--- config.mk ---
export PLATFORM = sky130hd
export DESIGN_NAME = rotary_accel_counter
export DESIGN_NICKNAME = d
export VERILOG_FILES = /design/src/rtl/rotary_pkg.sv /design/src/rtl/rotary_interval_timer.sv /design/src/rtl/rotary_accel_counter.sv
export SDC_FILE = /design/constraint.sdc
export NUM_CORES = 1
export LEC_CHECK = 0
export ABC_AREA = 1
export ABC_CLOCK_PERIOD_IN_PS = 2500
export CORE_UTILIZATION = 56
export CTS_BUF_LIST = sky130_fd_sc_hd__clkbuf_8
export DETAILED_ROUTE_END_ITERATION = 6
export PLACE_DENSITY = 0.79
export SYNTH_ARGS = -nofsm -noshare
export SYNTH_HDL_FRONTEND = slang
export SYNTH_SLANG_ARGS = --single-unit
--- constraint.sdc ---
create_clock -name clk -period 2.5 [get_ports clk]
set_input_delay 0.5 -clock clk [delete_from_list [all_inputs] [get_ports clk]]
set_output_delay 0.5 -clock clk [all_outputs]
set_load 0.1 [all_outputs]
--- src/rtl/rotary_pkg.sv ---
// Shared types and helpers for the rotary accelerated counter.
// State encoding, turn direction codes and the interval timer width helper.
package rotary_pkg;

    typedef enum logic [1:0] {
        IDLE = 2'd0,
        SLOW = 2'd1,
        FAST = 2'd2
    } state_t;

    localparam logic DIR_RIGHT = 1'b0;
    localparam logic DIR_LEFT  = 1'b1;

    // Bits needed to hold 0..window inclusive.
    function automatic int timer_width(input int window);
        int w;
        w = $clog2(window + 1);
        return (w < 1) ? 1 : w;
    endfunction

endpackage

--- src/rtl/rotary_interval_timer.sv ---
// Measures cycles since the last accepted detent, saturating at FAST_WINDOW.
// expired is high once the saturation point has been reached.
module rotary_interval_timer
    import rotary_pkg::*;
#(
    parameter int FAST_WINDOW = 2500000
) (
    input  logic clk,
    input  logic rst,
    input  logic restart,
    input  logic saturate,
    output logic expired
);

    localparam int TW = timer_width(FAST_WINDOW);
    localparam logic [TW-1:0] WINDOW = TW'(FAST_WINDOW);

    logic [TW-1:0] count_p1;

    // Stage p1: interval count; saturate wins so a clear never looks like fresh activity
    always_ff @(posedge clk or negedge rst) begin
        if (!rst) begin
            count_p1 <= WINDOW;
        end else if (saturate) begin
            count_p1 <= WINDOW;
        end else if (restart) begin
            count_p1 <= '0;
        end else if (count_p1 != WINDOW) begin
            count_p1 <= count_p1 + TW'(1);
        end
    end

    assign expired = (count_p1 == WINDOW);

endmodule

--- src/rtl/rotary_accel_counter.sv ---
// Bounded up/down value driven by rotary detent pulses, with velocity acceleration.
// Define ROTARY_WRAP_EN to wrap around the range instead of clamping at the bounds.
module rotary_accel_counter
    import rotary_pkg::*;
#(
    parameter int WIDTH       = 8,
    parameter int MIN_VALUE   = 0,
    parameter int MAX_VALUE   = 255,
    parameter int RESET_VALUE = 0,
    parameter int FAST_WINDOW = 2500000,
    parameter int FAST_COUNT  = 3,
    parameter int FAST_STEP   = 4
) (
    input  logic             clk,
    input  logic             rst,
    input  logic             rotary_event,
    input  logic             rotary_left,
    input  logic             clear,
    output logic [WIDTH-1:0] value,
    output logic             value_changed,
    output logic             fast
);

    localparam int XW = WIDTH + 1;
    localparam int SW = (FAST_COUNT < 2) ? 1 : $clog2(FAST_COUNT);

    localparam logic [XW-1:0]    MIN_X     = XW'(MIN_VALUE);
    localparam logic [XW-1:0]    MAX_X     = XW'(MAX_VALUE);
    localparam logic [WIDTH-1:0] RESET_V   = WIDTH'(RESET_VALUE);
    localparam logic [XW-1:0]    STEP_SLOW = XW'(1);
    localparam logic [XW-1:0]    STEP_FAST = XW'(FAST_STEP);
    localparam logic [SW-1:0]    STREAK_TARGET = SW'(FAST_COUNT - 1);
    localparam logic [SW-1:0]    STREAK_MAX    = {SW{1'b1}};
`ifdef ROTARY_WRAP_EN
    localparam logic [XW-1:0]    RANGE_X   = XW'(MAX_VALUE - MIN_VALUE + 1);
`endif

    // Increment by s; the extra bit keeps the intermediate sum from overflowing.
    function automatic logic [WIDTH-1:0] step_up(input logic [WIDTH-1:0] v,
                                                 input logic [XW-1:0] s);
        logic [XW-1:0] t;
`ifdef ROTARY_WRAP_EN
        t = {1'b0, v} - MIN_X + s;
        if (t >= RANGE_X) t = t - RANGE_X;
        t = t + MIN_X;
`else
        t = {1'b0, v} + s;
        if (t > MAX_X) t = MAX_X;
`endif
        return t[WIDTH-1:0];
    endfunction

    // Decrement by s; a set top bit after subtraction means the value went below zero.
    function automatic logic [WIDTH-1:0] step_down(input logic [WIDTH-1:0] v,
                                                   input logic [XW-1:0] s);
        logic [XW-1:0] t;
`ifdef ROTARY_WRAP_EN
        t = {1'b0, v} - MIN_X;
        if (t >= s) t = t - s;
        else        t = t + RANGE_X - s;
        t = t + MIN_X;
`else
        t = {1'b0, v} - s;
        if (t[WIDTH] || (t < MIN_X)) t = MIN_X;
`endif
        return t[WIDTH-1:0];
    endfunction

    state_t           state_p1, state_nxt;
    logic [SW-1:0]    streak_p1, streak_nxt, streak_inc;
    logic             last_dir_p1, last_dir_nxt;
    logic [WIDTH-1:0] value_p1, value_nxt, stepped;
    logic             changed_p1, changed_nxt;
    logic [XW-1:0]    step;
    logic             expired;
    logic             fast_evt;

    rotary_interval_timer #(
        .FAST_WINDOW(FAST_WINDOW)
    ) u_timer (
        .clk     (clk),
        .rst     (rst),
        .restart (rotary_event & ~clear),
        .saturate(clear),
        .expired (expired)
    );

    assign fast_evt = ~expired & (rotary_left == last_dir_p1);

    // Stage p0: next state, streak and value from the current detent
    always_comb begin
        state_nxt    = state_p1;
        streak_nxt   = streak_p1;
        last_dir_nxt = last_dir_p1;
        value_nxt    = value_p1;
        changed_nxt  = 1'b0;
        // Large step only while already accelerating and the turn keeps its pace and direction
        step         = ((state_p1 == FAST) && fast_evt) ? STEP_FAST : STEP_SLOW;
        stepped      = (rotary_left == DIR_LEFT) ? step_down(value_p1, step)
                                                 : step_up(value_p1, step);
        streak_inc   = (streak_p1 == STREAK_MAX) ? streak_p1 : streak_p1 + SW'(1);

        if (clear) begin
            value_nxt   = RESET_V;
            changed_nxt = (value_p1 != RESET_V);
            state_nxt   = IDLE;
            streak_nxt  = '0;
        end else if (rotary_event) begin
            value_nxt    = stepped;
            changed_nxt  = (stepped != value_p1);
            last_dir_nxt = rotary_left;
            case (state_p1)
                IDLE: begin
                    state_nxt  = SLOW;
                    streak_nxt = '0;
                end
                SLOW: begin
                    if (fast_evt) begin
                        streak_nxt = streak_inc;
                        if (streak_inc >= STREAK_TARGET) state_nxt = FAST;
                    end else begin
                        streak_nxt = '0;
                    end
                end
                FAST: begin
                    if (!fast_evt) begin
                        state_nxt  = SLOW;
                        streak_nxt = '0;
                    end
                end
                default: begin
                    state_nxt  = IDLE;
                    streak_nxt = '0;
                end
            endcase
        end else if (expired && (state_p1 != IDLE)) begin
            state_nxt  = IDLE;
            streak_nxt = '0;
        end
    end

    // Stage p1: registered value, change strobe and acceleration state
    always_ff @(posedge clk or negedge rst) begin
        if (!rst) begin
            state_p1    <= IDLE;
            streak_p1   <= '0;
            last_dir_p1 <= DIR_RIGHT;
            value_p1    <= RESET_V;
            changed_p1  <= 1'b0;
        end else begin
            state_p1    <= state_nxt;
            streak_p1   <= streak_nxt;
            last_dir_p1 <= last_dir_nxt;
            value_p1    <= value_nxt;
            changed_p1  <= changed_nxt;
        end
    end

    assign value         = value_p1;
    assign value_changed = changed_p1;
    assign fast          = (state_p1 == FAST);

endmodule
==> out/metrics.yaml <==
placement:
  gp_congestion: 0.964
  dp_hpwl_um: 4610
  io_buffers: 14
  dp.cells: 452
yosys:
  netlist_area_mm2: 0.00247
  synthArstFlopShare_pct: 100
  syn_area_per_cell_um2: 7.08
  synth_cell_types: 36
  synth_top_area_share_pct: 28.4
  syn_nets: 362
  synth_edf_count: 0
  syn_inst: 349
  synthMostInstantiatedCell: "nand2_1"
  yosysWarningCount: 0
  synth_commonest_cells: "nand2_1 (92), inv_1 (46), nand3_1 (32), nor2_1 (30), dfrtp_1 (28)"
  synth_top_area_cell: "dfrtp_1"
  yosys-top-cells-area: "dfrtp_1 (28%), nand2_1 (14%), dfstp_2 (8.5%)"
  synth-main-ff-cell: "dfrtp_1"
  ys_seq_area_share_pct: 36.9
  synth-seq-cells: 36
cts:
  cts.sinks: 36
  cts_tree: "built"
  ctsHtreeMaxLevel: 2
  clkLatencyLatePin_ns: 0.29
  clkTransAtPathRegs_ns: 0.07
  cts_inserted_buffers: 5
  ctsHoldBuffers: 0
  root_buffer: "clkbuf_8"
  cts_buffer_depth: 2
detailed_routing:
  routedWlPerCell_um: 16.9
  drt_iter0_markers: 338
  ant_nets: 0
  dr_total_vias: 2783
  drc: 0
  first_pass_iters: 5
  totalWireLength_um: 7920
  vias_per_cell: 5.92
sta:
  hold_viol: 0
  rsz0062_at_grt: "yes"
  hold-worst-slack_ns: 0.204
  tightest_slew_ns: 0.613
  fin_crit_sh_pct: 118
  min_period_ns: 2.95
  final-max-slew-violation-count: 0
  relSlewSlack_pct: 59.1
  setup_viol: 9
  fin_skew_ns: 0.00431
  fin_ws_ns: -0.450
  fmax_ghz: 0.339
finish:
  multi_input_area_mm2: 0.00154
  n_antenna_cell: 0
  seq_area_um2: 912
  drive_above_1_share_pct: 33.8
  area_delta_synth_final_pct: 34.6
  n_fill_cell: 259
  nNetsFinal: 432
  stdcell_count: 470
critical_path:
  crit_required_ns: 2.68
  critPathCaptureType: "register"
  rr_worst_depth: 23
  r2r-start: "u_timer.count_p1[1]"
  r2r_slack_ns: -0.45
  start_kind: "register"
  cp.arrival_ns: 3.13
  crit_type: "register to register"
  crit_fanout: 4
  cp-startpoint: "u_timer.count_p1[1]"
  r2r-end: "value_changed"
global_routing:
  grt_max_degree: 25
  grt_pass1_wl_um: 11300
  antenna_found_initial: 0
  grt.total_usage_pct: 33.0
  grt_pass1_vias: 2539
  grt-ovfl-total: 0
die:
  dieArea_mm2: 0.00468
  start_util_pct: 60.0
  die_h_um: 68.4
  fp.coreArea_mm2: 0.00412
  num_rows: 23
  die_x_um: 68.4
  pin_count: 15
power_and_ir_drop:
  p_leak_uw: 0.00166
  pwr_density_cell_mw_per_mm2: 530
  vdd_drop_max_mv: 0.500
flow_run:
  cap_violations: 0
min_path:
  hold_path.class: "input port to asynchronous set/reset pin"
outcome:
  status: "finished, violations left"
  failed_checks: "setup timing"
-- critical path: stages, from the launching register on --
cell,delay (ns)
dfrtp_1,0.38
inv_1,0.07
ha_2,0.16
nand4_1,0.10
nor2_2,0.22
nand3_2,0.16
nand2_2,0.11
inv_2,0.05
nand2_4,0.11
ha_4,0.16
ha_4,0.13
inv_2,0.04
nand2_4,0.07
nand2_4,0.08
o21ai_4,0.20
nand2_2,0.10
nand2_2,0.10
nand2_2,0.05
nand2_1,0.09
nand2_1,0.07
nor2_1,0.13
nand3_1,0.11
nand2_1,0.09
nand2_1,0.05
-- power by group --
part           total (uW)  internal (uW)  switching (uW)  leakage (uW)
sequential            660            619            40.6      0.000464
combinational         676            247             429       0.00114
clock                 425            217             209     0.0000538
-- per-layer routing --
| layer | vias to the layer above | GRT usage, % | routed length, um |
|---|---|---|---|
| li1 | 1282 | - | - |
| met1 | 1294 | 41.7 | 3280 |
| met2 | 158 | 53.6 | 3690 |
| met3 | 49 | 6.67 | 532 |
| met4 | 0 | 15.4 | 414 |
| met5 | - | 0 | 0 |
-- worst max-delay path by stage --
| stage | endpoint | slack [ns] | cells past startpoint |
|---|---|---|---|
| CTS | value_changed | -0.07 | 23 |
| finish | value_changed | -0.45 | 23 |
| floorplan | value_changed | 0.002 | 23 |
| global placement | value_changed | -0.34 | 18 |
| global route | value_changed | -0.55 | 23 |
| detailed placement | value_changed | -0.45 | 20 |
-- metrics by stage --
stage               TNS (ns)  power [uW]  instance area, um^2  worst slack, ns  utilization [%]
finish                 -1.19        1760                 3330           -0.450             80.8
global route           -2.26        1830                 3330           -0.546             80.8
CTS                   -0.120        1650                 3220          -0.0702             78.1
detailed placement     -2.65        1190                 2980           -0.448             72.3
global placement       -1.83        1180                 2980           -0.339             72.3
floorplan                  0        1000                 2490          0.00209                -
-- state kept, by name, indices dropped and copies added (netlist names) --
register,count
state_p1,2
value,8
streak_p1,2
value_changed,1
last_dir_p1,1
u_timer.count_p1,22
-- logic make-up after synthesis --
family	count (synthesis)	share of synthesized area (%)
compound gates	53	12.1
xor+xnor	7	2.48
fa+ha+maj	8	4.05
buf+inv	56	9.16
flops	36	36.9
simple gates	189	35.4
-- repair_timing --
action,in CTS,in global routing
setup buffers,7,3
pin swaps,13,18
resized for setup,26,21
gates cloned,0,0
endpoints found under the setup margin,8,9
-- cell type report --
class,count,share of cell area [%]
repair buffers,71,16.2
well taps,50,1.88
inverters,48,5.46
clock buffers,6,2.48
clock inverters,2,0.226
multi-input cells,257,46.4
flip-flops and latches,36,27.4
-- placed cells by master (no fill, tap or decap), types with 2 or more instances in the layout --
master | synthesis | routed
xor2_1 | 6 | 6
nand2_2 | 4 | 13
dfrtp_1 | 28 | 27
nand2_4 | 1 | 7
o22ai_2 | 0 | 2
nand3_1 | 32 | 28
inv_2 | 1 | 7
a21oi_2 | 1 | 2
a21oi_1 | 13 | 12
o21ai_0 | 24 | 22
and3_1 | 2 | 2
clkdlybuf4s50_1 | 0 | 3
nor2_2 | 3 | 5
inv_1 | 46 | 42
nor3_1 | 7 | 7
clkbuf_8 | 0 | 6
ha_1 | 8 | 2
o22ai_1 | 7 | 5
nor2_1 | 30 | 26
o21ai_1 | 1 | 2
ha_4 | 0 | 5
buf_4 | 0 | 67
nand2_1 | 92 | 77
dfstp_2 | 8 | 8
nor2_4 | 4 | 6
nand3_2 | 2 | 5
nand4_1 | 10 | 10
Power figures use the tool's default switching activity.
